## src/rtl/universal_shift_register.sv

```systemverilog
// Universal shift register: shift, rotate, load and clear, with a bit counter that flags completed serial words.
// Single-cycle latency from the clk edge to q and word outputs; no backpressure, and en=0 freezes all state.
module universal_shift_register #(
  parameter int              WIDTH     = 4,
  parameter logic [WIDTH-1:0] RESET_VAL = {WIDTH{1'b0}},
  localparam int             CNT_W     = $clog2(WIDTH)
) (
  input  logic             clk,
  input  logic             reset,
  input  logic             en,
  input  logic [2:0]       mode,
  input  logic             ser_in_l,
  input  logic             ser_in_r,
  input  logic [WIDTH-1:0] par_in,
  output logic [WIDTH-1:0] q,
  output logic             ser_out_msb,
  output logic             ser_out_lsb,
  output logic [CNT_W-1:0] bit_cnt,
  output logic             word_valid,
  output logic [WIDTH-1:0] word_out
);

  localparam logic [2:0] MODE_HOLD  = 3'b000;
  localparam logic [2:0] MODE_SHL   = 3'b001;
  localparam logic [2:0] MODE_SHR   = 3'b010;
  localparam logic [2:0] MODE_ROL   = 3'b011;
  localparam logic [2:0] MODE_ROR   = 3'b100;
  localparam logic [2:0] MODE_LOAD  = 3'b101;
  localparam logic [2:0] MODE_CLEAR = 3'b110;

  localparam logic [CNT_W-1:0] CNT_LAST = CNT_W'(WIDTH - 1);

  logic [WIDTH-1:0] q_q, q_d;
  logic [CNT_W-1:0] bit_cnt_q, bit_cnt_d;
  logic             word_valid_q, word_valid_d;
  logic [WIDTH-1:0] word_out_q, word_out_d;
  logic             is_shift;

  always_comb begin
    q_d          = q_q;
    bit_cnt_d    = bit_cnt_q;
    word_valid_d = 1'b0;
    word_out_d   = word_out_q;
    is_shift     = 1'b0;
    if (en) begin
      case (mode)
        MODE_HOLD:  q_d = q_q;
        MODE_SHL: begin
          q_d      = {q_q[WIDTH-2:0], ser_in_l};
          is_shift = 1'b1;
        end
        MODE_SHR: begin
          q_d      = {ser_in_r, q_q[WIDTH-1:1]};
          is_shift = 1'b1;
        end
        MODE_ROL:   q_d = {q_q[WIDTH-2:0], q_q[WIDTH-1]};
        MODE_ROR:   q_d = {q_q[0], q_q[WIDTH-1:1]};
        MODE_LOAD: begin
          q_d       = par_in;
          bit_cnt_d = '0;
        end
        MODE_CLEAR: begin
          q_d       = '0;
          bit_cnt_d = '0;
        end
        default:    q_d = q_q;
      endcase
      // A shift on the last bit closes the word: capture the post-shift value.
      if (is_shift) begin
        if (bit_cnt_q == CNT_LAST) begin
          bit_cnt_d    = '0;
          word_valid_d = 1'b1;
          word_out_d   = q_d;
        end else begin
          bit_cnt_d = bit_cnt_q + CNT_W'(1);
        end
      end
    end
  end

  always_ff @(posedge clk) begin
    if (reset) begin
      q_q          <= RESET_VAL;
      bit_cnt_q    <= '0;
      word_valid_q <= 1'b0;
      word_out_q   <= '0;
    end else begin
      q_q          <= q_d;
      bit_cnt_q    <= bit_cnt_d;
      word_valid_q <= word_valid_d;
      word_out_q   <= word_out_d;
    end
  end

  assign q           = q_q;
  assign ser_out_msb = q_q[WIDTH-1];
  assign ser_out_lsb = q_q[0];
  assign bit_cnt     = bit_cnt_q;
  assign word_valid  = word_valid_q;
  assign word_out    = word_out_q;

endmodule

```

## config.mk

```make
export PLATFORM = sky130hd
export DESIGN_NAME = universal_shift_register
export DESIGN_NICKNAME = d
export VERILOG_FILES = /design/src/rtl/universal_shift_register.sv
export SDC_FILE = /design/constraint.sdc
export NUM_CORES = 1
export LEC_CHECK = 0
export CAP_MARGIN = 20
export CORE_MARGIN = 1.5
export CORE_UTILIZATION = 25
export CTS_CLUSTER_DIAMETER = 40
export DETAILED_ROUTE_END_ITERATION = 8
export SYNTH_ARGS = -nofsm -noshare
export SYNTH_HDL_FRONTEND = slang
export SYNTH_SLANG_ARGS = --single-unit
```

## constraint.sdc

```tcl
create_clock -name clk -period 2.84 [get_ports clk]
set_input_delay 0.426 -clock clk [delete_from_list [all_inputs] [get_ports clk]]
set_output_delay 0.426 -clock clk [all_outputs]
set_load 0.005 [all_outputs]
```

==> run_results.csv <==
group,metric,value,unit
timing,finalCriticalPeriod,1975,ps
synth,async_reset_ff_frac,0,
grt,grt-ovfl-total,0,
synth,synth_top_area_frac,0.3359,
drt,vias_per_cell,4.984,
synth,postSynthCellCount,74,
timing,setup-tns-final,0,ps
clock_tree,cts_tree,"yes",
setup_path,critPathKind,"in2reg",
placement,port_buffers,24,
layout,diodes,0,
clock_tree,clk_path_buf_depth,2,
setup_path,critPathRequiredTime,3040,ps
synth,netlist_area,655.6,µm²
synth,seq_area_frac_synth,0.3359,
floorplanning,die_h,54.21,µm
setup_path,path_cells,"clkdlybuf4s50_1, xor2_1, nand2_1, or4_1, a21oi_1",
floorplanning,ioPinCount,25,
clock_tree,clkLatencyLatePin,270,ps
floorplanning,dieArea,2939,µm²
timing,hold_viol,0,
clock_tree,clock_sinks,11,
setup_path,r2r_start,"q[3]$_SDFFE_PP0P_",
setup_path,max_stage_delay,800,ps
setup_path,cp-startpoint,"mode[1]",
synth,netlist_top_cells_count,"dfxtp_1, nand2b_1, a21oi_1, nor2_1",
power,power_leakage,0.3240,nW
timing,worst_pin_slew,545.7,ps
timing,drv_slew,0,
grt,grtUsageTotal,0.1100,
timing,skew,8.328,ps
clock_tree,root_buffer,"clkbuf_4",
setup_path,cp.arrival,2180,ps
run,maxCapViolations,0,
clock_tree,cts_resized,0,
timing,rsz0062_at_grt,"no",
timing,relSlewSlack,0.6350,
drt,dr.first_iter.drc_count,4,
synth,synth_ff_type,"dfxtp_1",
synth,ys_top_cells_by_area,"dfxtp_1, nand2b_1, a221oi_1, a21oi_1, o22ai_1",
timing,setup_viol,0,
placement,place.gp.congestion,0.6761,
clock_tree,hold_buffers,0,
synth,yosysMostFrequentCell,"dfxtp_1",
synth,yosys_warnings,0,
timing,setup_ws,865.2,ps
layout,area_growth,38.36,%
min_path,min_from,"bit_cnt[1]$_SDFFE_PP0P_",
floorplanning,die_w,54.21,µm
drt,drt_pass1_iterations,3,
floorplanning,coreArea,2477,µm²
clock_tree,cts_buffers,3,
power,peakVddDrop,0.3068,mV
setup_path,end_kind,"register",
setup_path,worst_path_dominant_cell_family,"buffers and inverters",
synth,synth-edff-count,0,
drt,drc,0,
setup_path,cp_max_fo,12,
setup_path,crit_path_top_delay_cell,"clkdlybuf4s50_1",
synth,synth_top_area_cell,"dfxtp_1",
placement,dpl_worst_slack,595.3,ps
clock_tree,cts_setup_buffers,0,
layout,utilization,0.3662,
clock_tree,ctsHtreeMaxLevel,1,
synth,syn-num-nets,87,
drt,finalWirelength,1480,µm
clock_tree,cts.clk_slew.worst_paths,70,ps
timing,max_clock_freq,506.4,MHz
floorplanning,core.rowCount,18,
synth,ys_seq_elements,11,
layout,drive_above_1_share,0.07447,
run_status,status,"complete, no violations",
drt,wire_per_inst,11.94,µm
power,power_density,386.0,nW/µm²
min_path,min_path_type,"reg2reg",
placement,place_hpwl,1114,µm
grt,grt_pass1_vias,538,
timing,holdWs,479.7,ps
synth,synth_area_per_cell,8.860,µm²
floorplanning,start_util,0.2646,
setup_path,cp_num_buf_inv,1,
layout,layout.nets,108,
grt,grt_max_degree,16,
drt,drtAntennaViolNets,0,
synth,yosysUniqueCellTypes,33,
drt,num_vias,618,
grt,grt_pass1_wl,2359,µm
setup_path,start_kind,"input port",
timing,fin_crit_sh,0.6953,
grt,antenna_found_initial,0,
-- area by class of cell --
type / instances / area (µm²)
repair buffers: 24 / 240.2
flip-flops and latches: 11 / 220.2
multi-input cells: 54 / 379.1
fillers: 272 / 1570
clock buffers: 4 / 26.28
well taps: 30 / 37.54
inverters: 1 / 3.754
-- worst paths after layout --
kind,endpoint,slack [ps],cells after the start
min,bit_cnt[1]$_SDFFE_PP0P_,480,2
max reg2reg,word_out[0]$_SDFFE_PP0P_,1600,4
max,bit_cnt[0]$_SDFFE_PP0P_,870,5
min reg2reg,bit_cnt[1]$_SDFFE_PP0P_,480,2
-- cells by family after synthesis --
group	synth area share
AOI/OAI and AO/OA	0.2462
and+or+nand+nor	0.2271
DFF	0.3359
buffers and inverters	0.08586
adders and majority gates	0.01908
muxes	0.04771
xor gates and xnor gates	0.03818
-- metal layers --
layer	wire length (µm)	GRT usage	vias up
li1	-	-	308
met1	698	0.1417	293
met2	673	0.1687	17
met3	108	0.04918	0
met4	0	0.02500	0
met5	0	0	-
-- state kept, by name, indices dropped and copies added, names as in the netlist --
register    flops
word_out        4
bit_cnt         2
q               4
word_valid      1
-- tightest hold or removal path, delay by kind of cell (launching register included) --
kind,cells,cell delay [ps]
AOI/OAI and AO/OA,1,50
DFF,1,330
and+or+nand+nor,1,60
-- power by group --
group	internal, mW	switching, mW	total, mW
Clock	0.0544	0.0516	0.106
Combinational	0.0448	0.0328	0.0776
Sequential	0.159	0.00731	0.167
-- layout by cell type (no fill, tap or decap), types with 2 or more instances in the layout --
master	instances
clkdlybuf4s50_1	24
dfxtp_1	11
nand2b_1	8
nor2_1	5
a21oi_1	5
o22ai_1	4
nand2_1	4
a221oi_1	3
clkbuf_4	3
mux2i_1	2
a221o_1	2
a211oi_1	2
nor2b_1	2
-- stage by stage --
step / cell area, µm² / cells / total power, mW
finish: 907.1 / 124 / 0.3501
global route: 907.1 / 124 / 0.3713
CTS: 907.1 / 124 / 0.3539
detailed placement: 880.8 / 120 / 0.2482
global placement: 880.8 / 120 / 0.2469
floorplan: 655.6 / 74 / 0.2147
Power figures use the tool's default switching activity.
